File: config.mk
export PLATFORM = sky130hd
export DESIGN_NAME = mem_arbiter
export DESIGN_NICKNAME = d
export VERILOG_FILES = /design/src/rtl/mem_arb_pkg.sv /design/src/rtl/mem_arbiter_rr_picker.sv /design/src/rtl/mem_arbiter.sv
export SDC_FILE = /design/constraint.sdc
export NUM_CORES = 1
export LEC_CHECK = 0
export BUFFER_PORTS_ARGS = -buffer_cell sky130_fd_sc_hd__clkbuf_2
export CAP_MARGIN = 20
export CORE_MARGIN = 2
export CORE_UTILIZATION = 40
export CTS_BUF_LIST = sky130_fd_sc_hd__clkbuf_4 sky130_fd_sc_hd__clkbuf_8 sky130_fd_sc_hd__clkbuf_16
export CTS_CLUSTER_SIZE = 16
export DETAILED_ROUTE_END_ITERATION = 10
export PLACE_DENSITY = 0.74
export REMOVE_ABC_BUFFERS = 1
export SLEW_MARGIN = 20
export SYNTH_ARGS = -nofsm -noshare
export SYNTH_HDL_FRONTEND = slang
export SYNTH_SLANG_ARGS = --single-unit
export TNS_END_PERCENT = 1
File: constraint.sdc
create_clock -name clk -period 2.5 [get_ports clk]
set_input_delay 0.25 -clock clk [delete_from_list [all_inputs] [get_ports clk]]
set_output_delay 0.25 -clock clk [all_outputs]
set_load 0.01 [all_outputs]
File: src/rtl/mem_arb_pkg.sv
// Shared types and helpers for mem_arbiter and its round-robin picker.
package mem_arb_pkg;

  typedef enum logic [1:0] {
    IDLE  = 2'd0,
    ISSUE = 2'd1,
    RESP  = 2'd2,
    DONE  = 2'd3
  } arb_state_e;

  // Wraps an index that may have run up to one lap past n-1.
  function automatic int rr_wrap(input int v, input int n);
    return (v >= n) ? v - n : v;
  endfunction

endpackage

File: src/rtl/mem_arbiter_rr_picker.sv
// Combinational round-robin picker: first set request at or after the pointer, wrapping.
module rr_picker
  import mem_arb_pkg::*;
#(
  parameter int NREQ = 4,
  parameter int IW   = $clog2(NREQ)
) (
  input  logic [NREQ-1:0] req_i,
  input  logic [IW-1:0]   ptr_i,
  output logic [IW-1:0]   idx_o,
  output logic            any_o
);

  logic [IW-1:0] cand;

  always_comb begin
    idx_o = ptr_i;
    any_o = 1'b0;
    cand  = '0;
    // Scan farthest-first so the nearest candidate to the pointer is the last to win.
    for (int k = NREQ - 1; k >= 0; k--) begin
      cand = IW'(rr_wrap(int'(ptr_i) + k, NREQ));
      if (req_i[cand]) begin
        idx_o = cand;
        any_o = 1'b1;
      end
    end
  end

endmodule

File: src/rtl/mem_arbiter.sv
// Round-robin arbiter sharing one single-port mem among NREQ requesters.
// Optional owner lock (input req_lock) is enabled by defining MEM_ARB_LOCK_EN.
module mem_arbiter
  import mem_arb_pkg::*;
#(
  parameter int NREQ       = 4,
  parameter int WIDTH      = 8,
  parameter int DEPTH      = 16,
  parameter int ADDR_WIDTH = $clog2(DEPTH)
) (
  input  logic                       clk,
  input  logic                       res,
  input  logic [NREQ-1:0]            req,
  input  logic [NREQ-1:0]            req_wr_rd,
  input  logic [NREQ*ADDR_WIDTH-1:0] req_addr,
  input  logic [NREQ*WIDTH-1:0]      req_wdata,
`ifdef MEM_ARB_LOCK_EN
  input  logic [NREQ-1:0]            req_lock,
`endif
  output logic [NREQ-1:0]            done,
  output logic [WIDTH-1:0]           rsp_rdata,
  output logic                       mem_valid,
  output logic                       mem_wr_rd,
  output logic [ADDR_WIDTH-1:0]      mem_addr,
  output logic [WIDTH-1:0]           mem_wdata,
  input  logic [WIDTH-1:0]           mem_rdata,
  input  logic                       mem_ready,
  output arb_state_e                 dbg_state
);

  localparam int IW = $clog2(NREQ);

  arb_state_e             state_q, state_d;
  logic [IW-1:0]          ptr_q, ptr_d, idx_q, idx_d;
  logic [NREQ-1:0]        done_q, done_d;
  logic [WIDTH-1:0]       rdata_q, rdata_d, wdata_q, wdata_d;
  logic                   valid_q, valid_d, wr_rd_q, wr_rd_d;
  logic [ADDR_WIDTH-1:0]  addr_q, addr_d;
  logic [IW-1:0]          pick_idx, grant_idx;
  logic                   pick_any, grant_ok;
`ifdef MEM_ARB_LOCK_EN
  logic                   lock_q, lock_d;
`endif

  rr_picker #(.NREQ(NREQ), .IW(IW)) u_picker (
    .req_i (req),
    .ptr_i (ptr_q),
    .idx_o (pick_idx),
    .any_o (pick_any)
  );

  always_ff @(posedge clk) begin
    if (res) begin
      state_q <= IDLE;
      ptr_q   <= '0;
      idx_q   <= '0;
      done_q  <= '0;
      rdata_q <= '0;
      valid_q <= 1'b0;
      wr_rd_q <= 1'b0;
      addr_q  <= '0;
      wdata_q <= '0;
`ifdef MEM_ARB_LOCK_EN
      lock_q  <= 1'b0;
`endif
    end else begin
      state_q <= state_d;
      ptr_q   <= ptr_d;
      idx_q   <= idx_d;
      done_q  <= done_d;
      rdata_q <= rdata_d;
      valid_q <= valid_d;
      wr_rd_q <= wr_rd_d;
      addr_q  <= addr_d;
      wdata_q <= wdata_d;
`ifdef MEM_ARB_LOCK_EN
      lock_q  <= lock_d;
`endif
    end
  end

  always_comb begin
    state_d   = state_q;
    ptr_d     = ptr_q;
    idx_d     = idx_q;
    done_d    = '0;
    rdata_d   = rdata_q;
    valid_d   = 1'b0;
    wr_rd_d   = wr_rd_q;
    addr_d    = addr_q;
    wdata_d   = wdata_q;
    grant_ok  = 1'b0;
    grant_idx = pick_idx;
`ifdef MEM_ARB_LOCK_EN
    lock_d    = lock_q;
`endif
    unique case (state_q)
      IDLE: begin
        grant_ok = pick_any;
`ifdef MEM_ARB_LOCK_EN
        // A locked owner is the only candidate; it forfeits the lock by dropping req.
        if (lock_q) begin
          if (req[idx_q]) begin
            grant_ok  = 1'b1;
            grant_idx = idx_q;
          end else begin
            lock_d = 1'b0;
          end
        end
`endif
        if (grant_ok) begin
          idx_d   = grant_idx;
          wr_rd_d = req_wr_rd[grant_idx];
          addr_d  = req_addr[int'(grant_idx)*ADDR_WIDTH +: ADDR_WIDTH];
          wdata_d = req_wdata[int'(grant_idx)*WIDTH +: WIDTH];
          valid_d = 1'b1;
          state_d = ISSUE;
        end
      end
      ISSUE: state_d = RESP;
      RESP: begin
        if (mem_ready) begin
          done_d = NREQ'(1) << idx_q;
          if (!wr_rd_q) rdata_d = mem_rdata;
`ifdef MEM_ARB_LOCK_EN
          if (!lock_q) ptr_d = IW'(rr_wrap(int'(idx_q) + 1, NREQ));
`else
          ptr_d = IW'(rr_wrap(int'(idx_q) + 1, NREQ));
`endif
          state_d = DONE;
        end
      end
      DONE: begin
`ifdef MEM_ARB_LOCK_EN
        lock_d = req_lock[idx_q];
`endif
        state_d = IDLE;
      end
      default: state_d = IDLE;
    endcase
  end

  assign done      = done_q;
  assign rsp_rdata = rdata_q;
  assign mem_valid = valid_q;
  assign mem_wr_rd = wr_rd_q;
  assign mem_addr  = addr_q;
  assign mem_wdata = wdata_q;
  assign dbg_state = state_q;

endmodule
# ---- Word-level counts from Yosys, hierarchy flattened
# Cells that the tools add are included.
dict set report totals {
  regBits 32
  in_bits 67
  out_inout_bits 28
  wordCells 74
}
dict set report op_classes {
  addsub 9
  magnitude_cmp 10
  n_eq_ne 5
  shift 3
  muxes 27
  bitwise_logic 4
  n_reduce_logical 7
}
# cell count
set ops {}
lappend ops {{$shiftx A32 B6 Y8} 1}
lappend ops {{$mux W2} 11}
lappend ops {{$shiftx A16 B5 Y4} 1}
lappend ops {{$lt A2 B3 Y1 const B} 5}
lappend ops {{$ge A3 B3 Y1 const B} 4}
lappend ops {{$bmux W1 S2} 5}
lappend ops {{$mux W1} 10}
lappend ops {{$sub A2 B1 Y2 const B} 5}
lappend ops {{$pmux W2 S4} 1}
lappend ops {{$add A2 B1 Y3 const B} 2}
lappend ops {{$add A2 B2 Y3 const B} 2}
lappend ops {{$reduce_and A2 Y1} 3}
lappend ops {{$eq A2 B2 Y1 const B} 2}
lappend ops {{$ne A2 B2 Y1 const B} 2}
lappend ops {{$not A1 Y1} 4}
lappend ops {{$shl A1 B2 Y4 const A} 1}
lappend ops {{$ge A2 B3 Y1 const B} 1}
lappend ops {{$reduce_and A3 Y1} 1}
lappend ops {{$reduce_or A3 Y1} 1}
lappend ops {{$eq A2 B1 Y1 const B} 1}
lappend ops {{$logic_not A2 Y1} 1}
lappend ops {{$reduce_or A2 Y1} 1}

# ---- Longest topological paths before layout
# Gate-level depths: netlist (run 1).
dict set report logic_depth {
  word_depth 11
  depth_mapped 8
  mapped_depth_nobuf 7
}

# ---- Modules after synthesis
# A second synthesis (run 1) with hierarchy kept.
dict set report unflattened {
  cells_unflattened 162
  hier_area_um2 1621.6
}
# module n_inst cells_per_inst area_per_inst_um2 seq_area_each_um2
set modules_own_cells {}
lappend modules_own_cells {mem_arbiter 1 146 1521.5 640.6}
lappend modules_own_cells {rr_picker 1 16 100.1 0.0}

# ---- Least setup slack after synthesis (run 1)
# No wires, ideal clock.
dict set report synth_path {
  path_type {reg2reg}
  from {reg ptr_q[0]}
  to {reg addr_q[2], in the netlist mem_addr[2]}
  setup_time_ns 0.122
  arrival_time_ns 1.748
  t_required_ns 2.378
  setup_slack_ns 0.630
  stages_incl_launch_ff 7
  path_buffers 1
  period_less_slack_ns 1.870
  path_cell_list {dfxtp_1 -> nor3b_1 -> or3_1 -> o211ai_4 -> buf_4 -> mux2_1 -> a221o_1}
}
dict set report synth_via {
  elab_chain_len 10
  elab_cells_between_ends 33
  classes_between {add/sub: 7; order compare: 4; shift: 1; mux: 20; reduce/logical: 1}
}
# element line
set synth_lines {}
lappend synth_lines {{start: declaration} mem_arbiter.sv:34} ;# logic [IW-1:0] ptr_q, ptr_d, idx_q, idx_d;
lappend synth_lines {{start signal: assignment} mem_arbiter.sv:68} ;# ptr_q <= ptr_d;
lappend synth_lines {{$add A2 B2 Y3} mem_arbiter_rr_picker.sv:22} ;# cand = IW'(rr_wrap(int'(ptr_i) + k, NREQ));
lappend synth_lines {{$ge A3 B3 Y1 or $sub A2 B1 Y2 (tied branches)} mem_arb_pkg.sv:13} ;# return (v >= n) ? v - n : v;
lappend synth_lines {{$mux W2} mem_arb_pkg.sv:13}
lappend synth_lines {{$bmux W1 S2} mem_arbiter_rr_picker.sv:23} ;# if (req_i[cand]) begin
lappend synth_lines {{$mux W1 (implied by the code)} mem_arbiter_rr_picker.sv:23}
lappend synth_lines {{$mux W2 or $mux W1 (tied branches) (4 in series)} mem_arbiter_rr_picker.sv:23}
lappend synth_lines {{$shiftx A16 B5 Y4 or $reduce_and A2 Y1 (tied branches)} -}
lappend synth_lines {{end signal: assignment} mem_arbiter.sv:74} ;# addr_q <= addr_d;
lappend synth_lines {{end: declaration} mem_arbiter.sv:38} ;# logic [ADDR_WIDTH-1:0] addr_q, addr_d;
# Several ways; a longest one is shown, not always the timed one. The select of a mux whose other input is x is not followed.
# A chain may end at the register's enable or synchronous reset.

# ---- Final worst setup path (run 1)
dict set report layout_path {
  from {reg state_q[0], in the netlist dbg_state[0]}
  to {reg addr_q[0], in the netlist mem_addr[0]}
}
dict set report layout_via {
  elab_chain_len 2
}
# element line
set layout_lines {}
lappend layout_lines {{start: declaration} mem_arbiter.sv:33} ;# arb_state_e state_q, state_d;
lappend layout_lines {{start signal: assignment} mem_arbiter.sv:67} ;# state_q <= state_d;
lappend layout_lines {{$logic_not A2 Y1} mem_arbiter.sv:97} ;# unique case (state_q)
lappend layout_lines {{$reduce_and A2 Y1 (no source line)} -}
# No other way between the ends.

==> flow_summary.toml, run 1 <==
[outcome]
status = "finished clean"

[floorplanning]
die_h_um = 68.5
initial_utilization = 0.416
io_pins = 95
fp.coreArea_um2 = 4000
core.rowCount = 23
die_area_um2 = 4690
die_w_um = 68.5

[grt]
grt_pass1_wl_mm = 6.89
grt_max_degree = 22
grtUsageTotal = 0.196
antenna_found_initial = 0
gr-total-overflow = 0
grt_pass1_vias = 1518

[drt]
first_iter_violations = 65
dr.pass1.iters = 4
drt-vias-per-instance = 5.05
drt_wl_total_mm = 4.33
drc = 0
ant_nets = 0
vias = 1681
wl_per_cell_um = 13.0

[hold_path]
min_path_type = "in -> reg"

[setup_path]
crit_type = "reg -> reg"
crit_path_start_kind = "register"
cp_top_family = "simple AND/OR/NAND/NOR gates"
path_cells = "inv_1 -> ha_1 -> nand2b_1 -> nor3_1 -> buf_4 -> a221o_1"
cp_slowest_cell = "nor3_1"
worst-path-buf-inv = 2
required_ns = 2.72
crit_arrival_ns = 2.17
crit_fanout = 9
end_kind = "register"
cp_slowest_stage_delay_ns = 0.59

[synthesis]
ys_seq_elements = 32
netlist_area_um2 = 1660
ys_top_cells_by_area = "dfxtp_1, a21oi_1, a221o_1"
seq_area_frac_synth = 0.385
synth_edf_count = 0
synth_ff_type = "dfxtp_1"
ys_types = 39
async_flop_share = 0
syn_avg_cell_area_um2 = 8.71
postSynthCellCount = 191
yosys_warnings = 0
yosys.area.top_type = "dfxtp_1"
synth.top_cell.area_share = 0.385

[layout]
syn2layout_area_growth_pct = 35.3
drive_above_1_share = 0.424
nNetsFinal = 352
fin_util = 0.563
num_antenna_cells = 0
fin_area_um2 = 2250
layout_common_cells = "clkbuf_2, dfxtp_1, nand2_1"
final_common_cell = "clkbuf_2"

[sta]
max-slew-margin-rel = 0.611
layout_worst_path_cycle_share = 0.781
min_period_ns = 1.95
setup_viol = 0
clock_skew_ns = 0.00262
hold_viol = 0
fmax_ghz = 0.512
tns_ns = 0
timing.final.max_slew_violations = 0
grt_setup_unrepaired = "false"
worst-slew-pin-transition_ns = 0.580

[clock_tree]
ctsResizeCount = 0
clk_pin_slew_ns = 0.06
holdBufCountCts = 0
clkSinkCount = 32
cts_setup_buffers = 0
cts_max_level = 2
cts-root-buf = "clkbuf_8"
cts_buffers = 5
cts_tree = "yes"
clk_latency_ns = 0.28
clockBufferDepth = 2

[placement]
dpl.hpwl_mm = 3.27
gp_routability_congestion = 0.751
placed_cell_area_um2 = 2150
portBuffers = 94

[pwr]
p_per_area_nw_per_um2 = 829
max-vdd-ir-drop_mv = 0.421
leakage_nw = 1.02

[run]
cap_violations = 0
[cell usage after synthesis, drive strengths merged (3+ instances only)]
master,number
nor3,3
a21oi,28
nor3b,3
a221o,12
buf,9
mux2,13
nor4,4
inv,3
nand2,29
nor2,15
nor2b,4
nand3,12
clkbuf,4
dfxtp,32
[kinds of logic (layout without fill, tap and decap cells)]
group	after synthesis	in the layout	synth area share
AOI/OAI and AO/OA	45	45	0.198
xor gates and xnor gates	1	1	0.00526
adders and majority gates	2	2	0.0150
buffers and inverters	16	108	0.0504
DFF	32	32	0.385
muxes	14	14	0.0940
and+or+nand+nor	81	81	0.253
[where the power goes]
part | internal, W | switching (W) | leakage (nW)
Combinational | 0.000321 | 0.000421 | 0.709
Sequential | 0.000631 | 0.0000769 | 0.262
Clock | 0.000245 | 0.000172 | 0.0503
Total | 0.00120 | 0.000670 | 1.02
[path summary, 6_finish.rpt]
kind	startpoint	end	slack (ns)	depth (start not counted)
worst max-delay path	dbg_state[0]$_SDFFE_PP0P_	mem_addr[0]$_SDFFE_PP0P_	0.55	6
worst min-delay path	mem_rdata[0]	rsp_rdata[0]$_SDFFE_PP0P_	0.19	3
worst max register to register	dbg_state[0]$_SDFFE_PP0P_	mem_addr[0]$_SDFFE_PP0P_	0.55	6
worst min register to register	rsp_rdata[0]$_SDFFE_PP0P_	rsp_rdata[0]$_SDFFE_PP0P_	0.45	2
[per-layer routing]
metal  vias to the layer above  GRT usage  part of all wire
met3                         6     0.0714             0.090
met1                       741      0.232              0.42
met5                         -          0                 0
met4                         0     0.0525            0.0076
met2                        65      0.332              0.48
li1                        869          -                 -
[through the flow]
stage / setup slack (ns) / hold slack, ns / total power (W) / std cells
5_1_grt: 0.332 / 0.190 / 0.00201 / 333
2_1_floorplan: 0.483 / 0.319 / 0.00116 / 178
4_1_cts: 0.506 / 0.184 / 0.00189 / 333
6_report: 0.548 / 0.189 / 0.00187 / 333
3_3_place_gp: 0.458 / 0.443 / 0.00146 / 326
3_5_place_dp: 0.447 / 0.449 / 0.00147 / 326
[registers in the layout (all words and copies together), names as in the netlist]
name       count
mem_wdata      8
rsp_rdata      8
done           4
mem_addr       4
dbg_state      2
idx_q          2
ptr_q          2
mem_valid      1
mem_wr_rd      1
[tightest hold or removal path, stage by stage]
cell	delay, ns
clkbuf_2	0.08
nand2_1	0.04
a21oi_1	0.05
[final cells by class]
class	instances	area (µm²)
Sequential cell	32	641
Tap cell	50	62.6
Clock buffer	7	96.3
Inverter	3	11.3
Multi-Input combinational cell	143	940
Timing Repair Buffer	98	500
Fill cell	384	1750
Power figures use the tool's default switching activity.
==> run 2: changes to the inputs <==
==> constraint.sdc (replaced) <==
create_clock -name clk -period 2 [get_ports clk]
set_input_delay 0.2 -clock clk [delete_from_list [all_inputs] [get_ports clk]]
set_output_delay 0.2 -clock clk [all_outputs]
set_load 0.01 [all_outputs]
==> flow_summary.toml, run 2 (same netlist as run 1, synthesis figures left out) <==
[outcome]
status = "finished clean"

[drt]
wl_per_cell_um = 13.0
dr.pass1.iters = 4
drc = 0
drt-vias-per-instance = 5.09
drt_wl_total_mm = 4.42
vias = 1730
ant_nets = 0
first_iter_violations = 48

[hold_path]
holdPathStages = 3
min_path_type = "in -> reg"

[grt]
grt_max_degree = 23
grt_pass1_wl_mm = 6.83
grtUsageTotal = 0.196
grt_pass1_vias = 1543
gr-total-overflow = 0
antenna_found_initial = 0

[placement]
gp_routability_congestion = 0.789
dpl.hpwl_mm = 3.35
placed_cell_area_um2 = 2190
dp_cells = 331
portBuffers = 94

[pwr]
max-vdd-ir-drop_mv = 0.606
leakage_nw = 1.06
switching_power_w = 0.000868
p_comb_frac = 0.396
p_seq_frac = 0.359
swShare = 0.352
power_frac_clock = 0.246
p_per_area_nw_per_um2 = 1060
total_power_w = 0.00246
p_int_w = 0.00160

[setup_path]
crit_fanout = 16
crit_type = "reg -> reg"
end_kind = "register"
required_ns = 2.16
r2r_cells = 6
crit_arrival_ns = 2.06
crit_path_start_kind = "register"

[sta]
layout_worst_path_cycle_share = 0.949
fmax_ghz = 0.527
min_period_ns = 1.90
worst-slew-pin-transition_ns = 0.529
max-slew-margin-rel = 0.646
hold_viol = 0
setup_viol = 0
clock_skew_ns = 0.00530
timing.final.max_slew_violations = 0
grt_setup_unrepaired = "false"

[floorplanning]
fp.coreArea_um2 = 4000
die_w_um = 68.5
die_h_um = 68.5
io_pins = 95
initial_utilization = 0.416
core.rowCount = 23
die_area_um2 = 4690

[layout]
syn2layout_area_growth_pct = 39.6
nNetsFinal = 358
final_cells = 340
fin_area_um2 = 2320
drive_above_1_share = 0.438
layout_common_cells = "clkbuf_2, dfxtp_1, nand2_1"
final_common_cell = "clkbuf_2"
fin_util = 0.581
num_antenna_cells = 0

[clock_tree]
clkSinkCount = 32
cts_buffers = 5
clk_latency_ns = 0.27
clockBufferDepth = 2
ctsResizeCount = 0
clk_pin_slew_ns = 0.07
cts-root-buf = "clkbuf_8"
cts_max_level = 2
cts_setup_buffers = 0
holdBufCountCts = 0
cts_tree = "yes"

[run]
cap_violations = 0
## run 2: cell types whose count changed in the layout (fill, tap and decap cells not counted), sizes merged
cell      delta
clkinv       +1
bufinv       +1
clkbuf       -2
clkinvlp     +1
buf          +6
## run 2: final timing paths
path / slack [ns] / from / to
setup / recovery: 0.10 / ptr_q[0]$_SDFFE_PP0N_ / mem_addr[3]$_SDFFE_PP0P_
hold / removal: 0.14 / mem_rdata[3] / rsp_rdata[3]$_SDFFE_PP0P_
setup reg to reg: 0.10 / ptr_q[0]$_SDFFE_PP0N_ / mem_addr[3]$_SDFFE_PP0P_
hold reg to reg: 0.46 / rsp_rdata[0]$_SDFFE_PP0P_ / rsp_rdata[0]$_SDFFE_PP0P_
## run 2: layer usage
| metal | global-route usage | wire length, µm |
|---|---|---|
| met5 | 0 | 0 |
| met4 | 0.0600 | 19 |
| met3 | 0.0601 | 370 |
| met2 | 0.339 | 2130 |
| met1 | 0.232 | 1900 |
## run 2: power by group through the flow
stage,Sequential (W),Clock [W],Combinational (W)
2_1_floorplan,0.000949,0,0.000503
3_3_place_gp,0.000892,0,0.000952
3_5_place_dp,0.000898,0,0.000967
4_1_cts,0.000883,0.000622,0.000971
5_1_grt,0.000901,0.000655,0.00109
6_report,0.000883,0.000606,0.000975
## run 2: critical path, cell delays in order (launching register included)
cell,delay (ns)
dfxtp_1,0.35
nor3b_1,0.14
or3_1,0.35
o211ai_4,0.10
buf_12,0.18
mux2_2,0.34
a221o_1,0.32
## run 2: per-stage QoR
| stage | setup TNS [ns] | setup slack, ns | hold slack (ns) |
|---|---|---|---|
| after global placement | 0 | 0.105 | 0.424 |
| final | 0 | 0.102 | 0.141 |
| after CTS | 0 | 0.0548 | 0.134 |
| after floorplan | -0.203 | -0.0169 | 0.269 |
| after detailed placement | 0 | 0.0660 | 0.430 |
| after global routing | 0 | 0.0237 | 0.132 |
## run 2: final cells by class
cell class | count | area, µm²
Clock inverter | 3 | 42.5
Fill cell | 384 | 1680
Tap cell | 50 | 62.6
Clock buffer | 5 | 68.8
Timing Repair Buffer | 104 | 558
Multi-Input combinational cell | 143 | 940
Sequential cell | 32 | 641
Inverter | 3 | 11.3
==> run 3: changes to the inputs <==
--- a/config.mk
+++ b/config.mk
@@ -12,7 +12,7 @@
 export CTS_BUF_LIST = sky130_fd_sc_hd__clkbuf_4 sky130_fd_sc_hd__clkbuf_8 sky130_fd_sc_hd__clkbuf_16
 export CTS_CLUSTER_SIZE = 16
 export DETAILED_ROUTE_END_ITERATION = 10
-export PLACE_DENSITY = 0.74
+export PLACE_DENSITY = 0.78
 export REMOVE_ABC_BUFFERS = 1
 export SLEW_MARGIN = 20
 export SYNTH_ARGS = -nofsm -noshare
==> flow_summary.toml, run 3 (same netlist as run 1, synthesis figures left out) <==
[clock_tree]
ctsResizeCount = 0
clkSinkCount = 32
clk_pin_slew_ns = 0.07
clockBufferDepth = 2
cts-root-buf = "clkbuf_8"
cts_buffers = 5
clk_latency_ns = 0.28
holdBufCountCts = 0
cts_setup_buffers = 0
cts_max_level = 2
cts_tree = "yes"

[drt]
first_iter_violations = 100
wl_per_cell_um = 13.2
drt-vias-per-instance = 5.12
drc = 0
dr.pass1.iters = 4
drt_wl_total_mm = 4.48
vias = 1741
ant_nets = 0

[grt]
grt_pass1_wl_mm = 7.09
grt_pass1_vias = 1595
grtUsageTotal = 0.201
antenna_found_initial = 0
grt_max_degree = 26
gr-total-overflow = 0

[layout]
final_cells = 340
fill_cells = 366
layout_common_cells = "clkbuf_2, dfxtp_1, nand2_1"
drive_above_1_share = 0.438
nNetsFinal = 358
final_common_cell = "clkbuf_2"
syn2layout_area_growth_pct = 39.6
fin_util = 0.581
num_antenna_cells = 0

[sta]
setup_viol = 0
worst-slew-pin-transition_ns = 0.521
hold_viol = 0
clock_skew_ns = 0.00745
fmax_ghz = 0.526
min_period_ns = 1.90
layout_worst_path_cycle_share = 0.951
max-slew-margin-rel = 0.651
whs_ns = 0.140
tns_ns = 0
grt_setup_unrepaired = "false"
timing.final.max_slew_violations = 0

[placement]
portBuffers = 94
dp_cells = 331
dpl.hpwl_mm = 3.36
gp_routability_congestion = 0.883

[hold_path]
min_path_type = "in -> reg"
holdPathStages = 3

[floorplanning]
die_h_um = 68.5
io_pins = 95
die_w_um = 68.5
initial_utilization = 0.416
fp.coreArea_um2 = 4000
die_area_um2 = 4690
core.rowCount = 23

[pwr]
max-vdd-ir-drop_mv = 0.463
leakage_nw = 1.06
p_per_area_nw_per_um2 = 1060

[setup_path]
end_kind = "register"
crit_path_start_kind = "register"
required_ns = 2.16
crit_type = "reg -> reg"
crit_fanout = 16
r2r_cells = 6
crit_arrival_ns = 2.07

[run]
cap_violations = 0

[outcome]
status = "finished clean"
## run 3: cell counts in the layout (fill, tap and decap cells not counted)
Identical to the previous run, type by type.
## run 3: per-layer routing
metal	GRT usage	up-vias	share of wire
met5	0	-	0
met4	0.0725	0	0.0060
met3	0.0487	2	0.081
met2	0.329	66	0.48
met1	0.255	788	0.43
li1	-	885	-
## run 3: report_power, final
| part | total [W] | internal, W | switching [W] |
|---|---|---|---|
| Combinational | 0.000963 | 0.000427 | 0.000535 |
| Sequential | 0.000881 | 0.000788 | 0.0000927 |
| Clock | 0.000612 | 0.000368 | 0.000243 |
## run 3: metrics by stage
stage | worst slack (ns) | total power, W | area (µm²)
after detailed placement | 0.0578 | 0.00185 | 2190
after global placement | 0.110 | 0.00182 | 2190
after global routing | 0.00819 | 0.00263 | 2320
final | 0.0977 | 0.00245 | 2320
after CTS | 0.0561 | 0.00246 | 2300
after floorplan | -0.0169 | 0.00145 | 1590
## run 3: cell type report
class                           count  area [µm²]  area share
Clock buffer                        5        68.8      0.0296
Clock inverter                      3        42.5      0.0183
Inverter                            3        11.3     0.00485
Multi-Input combinational cell    143         940       0.404
Sequential cell                    32         641       0.276
Tap cell                           50        62.6      0.0269
Timing Repair Buffer              104         558       0.240
## run 3: critical path: stages, from the launching register on
cell,delay [ns]
dfxtp_1,0.35
nor3b_1,0.15
or3_1,0.35
o211ai_4,0.10
buf_12,0.18
mux2_2,0.34
a221o_1,0.31
## run 3: worst paths after layout
| kind | from | endpoint | slack [ns] |
|---|---|---|---|
| worst max-delay path | ptr_q[0]$_SDFFE_PP0N_ | mem_addr[1]$_SDFFE_PP0P_ | 0.1 |
| worst min register to register | rsp_rdata[6]$_SDFFE_PP0P_ | rsp_rdata[6]$_SDFFE_PP0P_ | 0.45 |
| worst max register to register | ptr_q[0]$_SDFFE_PP0N_ | mem_addr[1]$_SDFFE_PP0P_ | 0.1 |
| worst min-delay path | mem_rdata[7] | rsp_rdata[7]$_SDFFE_PP0P_ | 0.14 |
